<file path="config.mk">
export PLATFORM = sky130hd
export DESIGN_NAME = fast_window_scheduler_flat
export DESIGN_NICKNAME = d
export VERILOG_FILES = /design/src/rtl/fast_window_scheduler_if.sv /design/src/rtl/fast_window_scheduler.sv /design/src/flat_wrapper.sv
export SDC_FILE = /design/constraint.sdc
export NUM_CORES = 1
export LEC_CHECK = 0
export CAP_MARGIN = 20
export CORE_ASPECT_RATIO = 0.8
export CORE_UTILIZATION = 60
export CTS_CLUSTER_SIZE = 8
export DETAILED_ROUTE_END_ITERATION = 10
export PLACE_DENSITY_LB_ADDON = 0.08
export SETUP_SLACK_MARGIN = 0.4
export SYNTH_ARGS = -nofsm -noshare
export SYNTH_HDL_FRONTEND = slang
export SYNTH_SLANG_ARGS = --single-unit
export TNS_END_PERCENT = 20
</file>
<file path="constraint.sdc">
create_clock -name clk -period 8.95 [get_ports clk]
set_input_delay 1.79 -clock clk [delete_from_list [all_inputs] [get_ports clk]]
set_output_delay 1.79 -clock clk [all_outputs]
set_load 0.005 [all_outputs]
</file>
<file path="src/rtl/fast_window_scheduler_if.sv">
// Handshake bundle between the Gaussian producer / FAST engine side (master)
// and the window scheduler (slave). The perf counter outputs exist only when
// FAST_PERF_CNT_EN is defined.
interface fast_window_scheduler_if #(
    parameter int unsigned WIDTH  = 16,
    parameter int unsigned HEIGHT = 16
);
    localparam int unsigned ROW_W = (HEIGHT > 1) ? $clog2(HEIGHT) : 1;
    localparam int unsigned COL_W = (WIDTH > 1) ? $clog2(WIDTH) : 1;

    logic             gaus_sample_flag;
    logic             gaus_done;
    logic             fast_done_flag;
    logic             gaus_stall;
    logic             fast_start;
    logic [ROW_W-1:0] fast_row;
    logic [COL_W-1:0] fast_col;
    logic             frame_done;
    logic             err;
`ifdef FAST_PERF_CNT_EN
    logic [31:0]      stall_cycles;
    logic [31:0]      wait_cycles;
`endif

    modport master (
        output gaus_sample_flag, gaus_done, fast_done_flag,
`ifdef FAST_PERF_CNT_EN
        input  stall_cycles, wait_cycles,
`endif
        input  gaus_stall, fast_start, fast_row, fast_col, frame_done, err
    );

    modport slave (
        input  gaus_sample_flag, gaus_done, fast_done_flag,
`ifdef FAST_PERF_CNT_EN
        output stall_cycles, wait_cycles,
`endif
        output gaus_stall, fast_start, fast_row, fast_col, frame_done, err
    );
endinterface

</file>
<file path="src/rtl/fast_window_scheduler.sv">
// FAST window scheduler: counts Gaussian samples in raster order, launches one
// FAST window per non-border centre once its whole window has been produced,
// backpressures the producer when the line buffer is full and pulses
// frame_done after the last window. Define FAST_PERF_CNT_EN to add the
// stall_cycles / wait_cycles performance counters.
module fast_window_scheduler #(
    parameter int unsigned WIDTH  = 16,
    parameter int unsigned HEIGHT = 16,
    parameter int unsigned RADIUS = 3,
    parameter int unsigned DEPTH  = 7
) (
    input logic                  clk,
    input logic                  n_rst,
    fast_window_scheduler_if.slave bus
);
    localparam int unsigned TOTAL = WIDTH * HEIGHT;
    localparam int unsigned PW    = $clog2(TOTAL + 1);
    localparam int unsigned ROW_W = (HEIGHT > 1) ? $clog2(HEIGHT) : 1;
    localparam int unsigned COL_W = (WIDTH > 1) ? $clog2(WIDTH) : 1;

    localparam logic [PW-1:0]    PROD_MAX  = PW'(TOTAL);
    localparam logic [ROW_W-1:0] ROW_FIRST = ROW_W'(RADIUS);
    localparam logic [ROW_W-1:0] ROW_LAST  = ROW_W'(HEIGHT - 1 - RADIUS);
    localparam logic [COL_W-1:0] COL_FIRST = COL_W'(RADIUS);
    localparam logic [COL_W-1:0] COL_LAST  = COL_W'(WIDTH - 1 - RADIUS);

    typedef enum logic [2:0] {IDLE, WAIT, START, BUSY, DONE} state_t;

    state_t           state, state_nxt;
    logic [PW-1:0]    produced;
    logic             gaus_fin;
    logic [ROW_W-1:0] row;
    logic [COL_W-1:0] col;
    logic             err_q;
    logic [31:0]      need;
    logic [31:0]      stall_base;
    logic             window_ready;
    logic             stall;
    logic             last_window;
    logic             start_pulse;
    logic             done_pulse;

    // Window threshold and line-buffer occupancy limit for the current centre
    always_comb begin
        need       = (32'(row) + 32'(RADIUS)) * 32'(WIDTH) + 32'(col) + 32'(RADIUS) + 32'd1;
        // row never drops below RADIUS, so the subtraction cannot wrap
        stall_base = (32'(row) - 32'(RADIUS)) * 32'(WIDTH) + 32'(DEPTH) * 32'(WIDTH);
        window_ready = (32'(produced) >= need) || gaus_fin;
        stall        = (32'(produced) >= stall_base);
        last_window  = (row == ROW_LAST) && (col == COL_LAST);
    end

    // State register
    always_ff @(posedge clk or negedge n_rst) begin
        if (!n_rst) state <= IDLE;
        else        state <= state_nxt;
    end

    // Next-state and pulse outputs
    always_comb begin
        state_nxt   = state;
        start_pulse = 1'b0;
        done_pulse  = 1'b0;
        case (state)
            IDLE:  if (bus.gaus_sample_flag) state_nxt = WAIT;
            WAIT:  if (window_ready) state_nxt = START;
            START: begin
                start_pulse = 1'b1;
                state_nxt   = BUSY;
            end
            BUSY:  if (bus.fast_done_flag) state_nxt = last_window ? DONE : WAIT;
            DONE: begin
                done_pulse = 1'b1;
                state_nxt  = IDLE;
            end
            default: state_nxt = IDLE;
        endcase
    end

    // Sample counter (saturating) and producer-finished flag; DONE clears both
    always_ff @(posedge clk or negedge n_rst) begin
        if (!n_rst) begin
            produced <= '0;
            gaus_fin <= 1'b0;
        end else if (state == DONE) begin
            produced <= '0;
            gaus_fin <= 1'b0;
        end else begin
            if (bus.gaus_sample_flag && (produced != PROD_MAX)) produced <= produced + PW'(1);
            if (bus.gaus_done) gaus_fin <= 1'b1;
        end
    end

    // Centre position: raster advance over the non-border region on window done
    always_ff @(posedge clk or negedge n_rst) begin
        if (!n_rst) begin
            row <= ROW_FIRST;
            col <= COL_FIRST;
        end else if (state == DONE) begin
            row <= ROW_FIRST;
            col <= COL_FIRST;
        end else if ((state == BUSY) && bus.fast_done_flag && !last_window) begin
            if (col == COL_LAST) begin
                col <= COL_FIRST;
                row <= row + ROW_W'(1);
            end else begin
                col <= col + COL_W'(1);
            end
        end
    end

    // Sticky protocol error: overflow, sample under stall, stray done
    always_ff @(posedge clk or negedge n_rst) begin
        if (!n_rst) begin
            err_q <= 1'b0;
        end else if ((bus.gaus_sample_flag && ((produced == PROD_MAX) || stall)) ||
                     (bus.fast_done_flag && (state != BUSY))) begin
            err_q <= 1'b1;
        end
    end

`ifdef FAST_PERF_CNT_EN
    logic [31:0] stall_cnt;
    logic [31:0] wait_cnt;

    // Saturating perf counters; frozen during DONE, cleared on the way back to IDLE
    always_ff @(posedge clk or negedge n_rst) begin
        if (!n_rst) begin
            stall_cnt <= '0;
            wait_cnt  <= '0;
        end else if (state == DONE) begin
            stall_cnt <= '0;
            wait_cnt  <= '0;
        end else begin
            if (stall && (stall_cnt != '1)) stall_cnt <= stall_cnt + 32'd1;
            if ((state == WAIT) && (wait_cnt != '1)) wait_cnt <= wait_cnt + 32'd1;
        end
    end

    assign bus.stall_cycles = stall_cnt;
    assign bus.wait_cycles  = wait_cnt;
`endif

    assign bus.gaus_stall = stall;
    assign bus.fast_start = start_pulse;
    assign bus.frame_done = done_pulse;
    assign bus.err        = err_q;
    // Centre is only presented while a window is launched or outstanding
    assign bus.fast_row   = ((state == START) || (state == BUSY)) ? row : '0;
    assign bus.fast_col   = ((state == START) || (state == BUSY)) ? col : '0;
endmodule

</file>
<file path="src/flat_wrapper.sv">
// flat-port wrapper written by rule: the top's interface ports become plain ports
module fast_window_scheduler_flat 
#(
    parameter int unsigned WIDTH  = 16,
    parameter int unsigned HEIGHT = 16,
    parameter int unsigned RADIUS = 3,
    parameter int unsigned DEPTH  = 7
)
  (clk, n_rst, bus_gaus_sample_flag, bus_gaus_done, bus_fast_done_flag, bus_gaus_stall, bus_fast_start, bus_fast_row, bus_fast_col, bus_frame_done, bus_err);
  fast_window_scheduler_if #(.WIDTH(WIDTH), .HEIGHT(HEIGHT)) bus_i ();
  input logic clk;
  input logic n_rst;
  input wire logic [$bits(bus_i.gaus_sample_flag)-1:0] bus_gaus_sample_flag;
  input wire logic [$bits(bus_i.gaus_done)-1:0] bus_gaus_done;
  input wire logic [$bits(bus_i.fast_done_flag)-1:0] bus_fast_done_flag;
  output wire logic [$bits(bus_i.gaus_stall)-1:0] bus_gaus_stall;
  output wire logic [$bits(bus_i.fast_start)-1:0] bus_fast_start;
  output wire logic [$bits(bus_i.fast_row)-1:0] bus_fast_row;
  output wire logic [$bits(bus_i.fast_col)-1:0] bus_fast_col;
  output wire logic [$bits(bus_i.frame_done)-1:0] bus_frame_done;
  output wire logic [$bits(bus_i.err)-1:0] bus_err;
  assign bus_i.gaus_sample_flag = bus_gaus_sample_flag;
  assign bus_i.gaus_done = bus_gaus_done;
  assign bus_i.fast_done_flag = bus_fast_done_flag;
  assign bus_gaus_stall = bus_i.gaus_stall;
  assign bus_fast_start = bus_i.fast_start;
  assign bus_fast_row = bus_i.fast_row;
  assign bus_fast_col = bus_i.fast_col;
  assign bus_frame_done = bus_i.frame_done;
  assign bus_err = bus_i.err;
  fast_window_scheduler #(.WIDTH(WIDTH), .HEIGHT(HEIGHT), .RADIUS(RADIUS), .DEPTH(DEPTH)) u_core (.clk(clk), .n_rst(n_rst), .bus(bus_i));
endmodule
</file>
# Yosys cells after proc, flatten, opt, wreduce, memory -nomap -nowiden
# Cells that the tools add are included.
# W data, S select, Z words.
dict set report totals {
  latchBits 0
  ramBits 0
  output_inout_bits 12
  ff_bits 22
  inputBits 5
  mem_count 0
  rom_bits 0
}
dict set report op_classes {
  n_reduce_logical 18
  magnitude_cmp 2
  n_div 0
  n_bitwise 0
  mux 19
  n_addsub 9
  multipliers 0
  n_eq_ne 12
  shift 0
}
# op count
set ops {}
lappend ops {{$ge A9 B32 Y1} 2}
lappend ops {{$add A32 B1 Y32 const B} 1}
lappend ops {{$add A32 B2 Y32 const B} 1}
lappend ops {{$add A32 B4 Y32} 1}
lappend ops {{$add A32 B7 Y32 const B} 1}
lappend ops {{$mux W4} 8}
lappend ops {{$mux W9} 2}
lappend ops {{$mux W3} 4}
lappend ops {{$pmux W3 S4} 1}
lappend ops {{$add A9 B1 Y9 const B} 1}
lappend ops {{$eq A9 B9 Y1 const B} 1}
lappend ops {{$ne A9 B9 Y1 const B} 1}
lappend ops {{$add A4 B1 Y4 const B} 2}
lappend ops {{$eq A4 B4 Y1 const B} 2}
lappend ops {{$reduce_bool A2 Y1} 4}
lappend ops {{$eq A3 B2 Y1 const B} 2}
lappend ops {{$logic_and A1 B1 Y1} 6}
lappend ops {{$add A4 B2 Y5 const B} 1}
lappend ops {{$sub A4 B2 Y5 const B} 1}
lappend ops {{$logic_or A1 B1 Y1} 4}
lappend ops {{$mux W1} 4}
lappend ops {{$ne A2 B2 Y1 const B} 2}
lappend ops {{$eq A3 B1 Y1 const B} 1}
lappend ops {{$eq A3 B3 Y1 const B} 1}
lappend ops {{6 further kinds} 6}

# Depth between registers and ports, before layout
dict set report depth {
  word_depth 8
  mapped_depth 14
  ltp_nobuf 13
}

# Least setup slack after synthesis
# Ideal clock, no wire load.
dict set report synth_timing {
  path_kind {reg2out}
  startpoint {register u_core.row[0]}
  endpoint {output bus_gaus_stall}
  stages_incl_launch_ff 8
  t_arrival_ps 2569
  slack_ps 4591
  required_ps 7160
  path_cell_list {dfstp_2 -> ha_1 -> nor3_1 -> nand2_1 -> ha_1 -> or4b_1 -> nor4_2 -> o311a_2}
}
dict set report synth_via {
  elab_chain_cells 3
}
# element line_no
set synth_lines {}
lappend synth_lines {{start: declaration} fast_window_scheduler.sv:32} ;# logic [ROW_W-1:0] row;
lappend synth_lines {{start signal: assignment} fast_window_scheduler.sv:105} ;# row <= row + ROW_W'(1);
lappend synth_lines {{$sub A4 B2 Y5} fast_window_scheduler.sv:47} ;# stall_base = (32'(row) - 32'(RADIUS)) * 32'(WIDTH) + 32'(DEPTH) * 32'(WIDTH);
lappend synth_lines {{$add A32 B7 Y32} fast_window_scheduler.sv:47}
lappend synth_lines {{$ge A9 B32 Y1} fast_window_scheduler.sv:49} ;# stall = (32'(produced) >= stall_base);
lappend synth_lines {{end: declaration} flat_wrapper.sv:16} ;# output wire logic [$bits(bus_i.gaus_stall)-1:0] bus_gaus_stall;
# No other way between the ends.

# Worst setup path after layout
# Same ends and word-level chain as after synthesis.

==> summary.md <==
| Metric | Value |
|---|---|
| Outcome | `finished, final reports clean` |
| Fill count | `222` |
| Total GRT Usage | `0.295` |
| Synth top area share | `0.240` |
| Root buffer cell | `clkbuf_8` |
| Hold-fix buffers at CTS | `0` |
| Die X-Extent | `64.5 um` |
| DRC errors left | `0` |
| Global-route wire length before repair | `7.34 mm` |
| Vias per Instance | `6.10` |
| Slew @ Worst Pin | `0.629 ns` |
| Final core utilization | `0.744` |
| Largest net degree at the start of global routing | `23` |
| Cell taking the most area after synthesis | `dfrtp_1` |
| # diodes | `0` |
| Clk slew on worst S/H paths | `0.08 ns` |
| Worst Setup Start Kind | `flop` |
| Synth-to-layout area growth | `13.8%` |
| CTS sink cnt | `22` |
| I/O Buffers | `16` |
| Register area | `556 um2` |
| CP Capture Type | `output pin` |
| Wirelength per Cell | `16.0 um` |
| Fin cells | `274` |
| R2r worst-path depth | `13` |
| # Max-Cap Violations | `0` |
| Die ar. | `3360 um2` |
| Count of flip-flops with a built-in enable after synthesis | `0` |
| Final layout net count | `270` |
| # setup viols final | `0` |
| Synth warn | `0` |
| Clk buf depth | `2` |
| P_leak | `0.973 nW` |
| Final wirelength | `4.37 mm` |
| Syn_nets | `252` |
| Critical path origin | `u_core.row[0]` |
| Setup TNS | `0 ns` |
| Setup bufs post-CTS | `0` |
| Post-synth ARST share | `1.00` |
| Worst vdd ir | `0.000174 V` |
| Max Fanout on Critical Path | `15` |
| Top cells by count, synth | `ha_1 (28), nand2_1 (19), nor2_1 (19), dfrtp_1 (18), o21ai_0 (16)` |
| Clock latency on the worst-skew pair | `0.26 ns` |
| Vias in the first global route | `1597` |
| Reg2reg end | `u_core.bus.err` |
| First-pass DRT Iterations | `4` |
| Worst path slowest cell | `dfstp_2` |
| Via count | `1671` |
| Min-delay worst type | `flop to flop` |
| CP Cell Sequence | `inv_1 > ha_1 > inv_1 > o21ai_0 > a31oi_1 > o22ai_1 > xor2_1 > ha_1 > o2111ai_1 > a31oi_1 > o311a_2 > clkdlybuf4s50_1` |
| Initial antenna violation count | `0` |
| Worst Path Required | `7.16 ns` |
| CTS H-tree lvls | `1` |
| Register area share after synthesis | `0.296` |
| Post-layout minimum cycle time | `5.26 ns` |
| Setup WS post-layout | `3.69 ns` |
| Die height | `52.0 um` |
| Pre-CTS WS | `3.68 ns` |
| R2r startpoint | `u_core.row[0]` |
| Fin crit share | `0.587` |
| Mapped Cells | `219` |
| Fmax | `0.190 GHz` |
| Worst hold slack | `0.482 ns` |
| Io pins | `17` |
| Gp weighted congestion | `0.879` |
| Most common cell in the netlist | `ha_1` |
| Worst path max stage delay | `0.70 ns` |
| Routed Antenna Nets | `0` |
| Syn_area_per_cell | `8.57 um2` |
| Synth area leaders | `dfrtp_1 (24%), ha_1 (19%), dfstp_2 (5.6%)` |
| Worst Path Arrival | `3.47 ns` |
| Internal reg-to-reg setup slack | `5.82 ns` |
| Area of the multi-input gates | `1250 um2` |
| Total CTS buffers | `3` |
| Hpwl dp | `3.29 mm` |
| Fin. max-slew vios | `0` |
| Gr ovfl total | `0` |
| Synthesized flop and latch total | `22` |
| RSZ-0062 raised after global routing | `false` |
| CTS resizes | `0` |
| Post-Place Cells | `268` |
| Critical Path Sink | `bus_gaus_stall` |
| WP buf/inv | `3` |
| CP top delay family | `compound AO/OA/AOI/OAI gates` |
| Worst setup path class | `flop to output pin` |
| Cell count along the critical path | `12` |
| CTS tree | `done` |
| Most used DFF post-synth | `dfrtp_1` |
| Initial Utilization | `0.654` |
| Core area | `2870 um2` |
| Pwr dens | `310 nW/um2` |
| Clock skew | `0.00242 ns` |
| Yosys cell types | `47` |
| # rows | `17` |
| Share of cells above drive strength 1 | `0.0805` |
| Fin. Hold Viols | `0` |
| Drt initial violations | `129` |
| Cell area after synthesis | `1880 um2` |
| Slew headroom | `0.580` |
[worst reg2reg max path: cells and delay by family (launching register included)]
kind / cells / cell delay (ns)
buf+inv: 2 / 0.25
compound gates: 7 / 1.11
xor+xnor: 1 / 0.18
flops: 1 / 0.70
fa+ha+maj: 2 / 0.71
simple gates: 1 / 0.07
[routing by layer]
layer  up-vias  global-route usage  part of all wire
met5         -                   0                 0
met1       777               0.365              0.45
met4         0              0.0852            0.0092
met2        63               0.532              0.48
li1        825                   -                 -
met3         6              0.0461             0.064
[area by class of cell]
class / count / area share
Multi-Input combinational cell: 180 / 0.586
Sequential cell: 22 / 0.260
Timing Repair Buffer: 18 / 0.0844
Clock buffer: 4 / 0.0258
Tap cell: 38 / 0.0223
Inverter: 12 / 0.0211
[stage by stage]
step	area (um2)	power, W
after floorplan	1880	0.000462
after global placement	2060	0.000550
after detailed placement	2060	0.000582
after CTS	2120	0.000659
after global routing	2140	0.000723
final	2140	0.000662
[where the power goes]
part           switching (W)  leakage [nW]  internal, W   total, W
clock              0.0000320        0.0288    0.0000393  0.0000713
sequential         0.0000647         0.259     0.000139   0.000204
combinational       0.000196         0.686     0.000190   0.000386
[cells by family (layout without fill, tap and decap cells)]
| group | count (synthesis) | count (layout) | share of synthesized area |
|---|---|---|---|
| compound gates | 44 | 44 | 0.144 |
| xor+xnor | 13 | 13 | 0.0607 |
| fa+ha+maj | 28 | 28 | 0.187 |
| buf+inv | 17 | 34 | 0.0367 |
| flops | 22 | 22 | 0.296 |
| mux | 1 | 1 | 0.00533 |
| simple gates | 94 | 94 | 0.271 |
[cell usage in the layout, fill, tap and decap left out, types with 2 or more instances in the layout]
cell | synthesis | layout
clkdlybuf4s50_1 | 0 | 16
and2_1 | 8 | 8
o211a_1 | 2 | 2
o21ai_0 | 16 | 16
nand3_1 | 8 | 8
nand2b_1 | 2 | 2
nor2_1 | 19 | 19
dfrtp_1 | 18 | 18
nand4_1 | 6 | 6
a211oi_1 | 2 | 2
a31oi_1 | 3 | 3
nor3_1 | 11 | 11
xor2_1 | 7 | 7
clkbuf_8 | 0 | 4
nand3b_1 | 2 | 2
a21oi_1 | 11 | 11
xnor2_1 | 6 | 6
dfstp_2 | 4 | 4
or3_1 | 2 | 2
nor2b_1 | 3 | 3
nand2_1 | 19 | 19
inv_1 | 12 | 12
nand4b_1 | 2 | 2
ha_1 | 28 | 28
[worst min path at each step]
stage / from / endpoint / slack (ns) / cells past startpoint
CTS: u_core.bus.err / u_core.bus.err / 0.49 / 2
global route: u_core.bus.err / u_core.bus.err / 0.53 / 2
finish: u_core.bus.err / u_core.bus.err / 0.48 / 2
global placement: u_core.bus.err / u_core.bus.err / 0.46 / 2
floorplan: u_core.bus.err / u_core.bus.err / 0.46 / 2
detailed placement: u_core.bus.err / u_core.bus.err / 0.46 / 2
[flip-flops by register name, summed over array words and instances, names as in the netlist]
register / cells
u_core.bus.err: 1
u_core.col: 4
u_core.gaus_fin: 1
u_core.produced: 9
u_core.row: 4
u_core.state: 3
No activity file was read; power rests on OpenSTA's default activity.
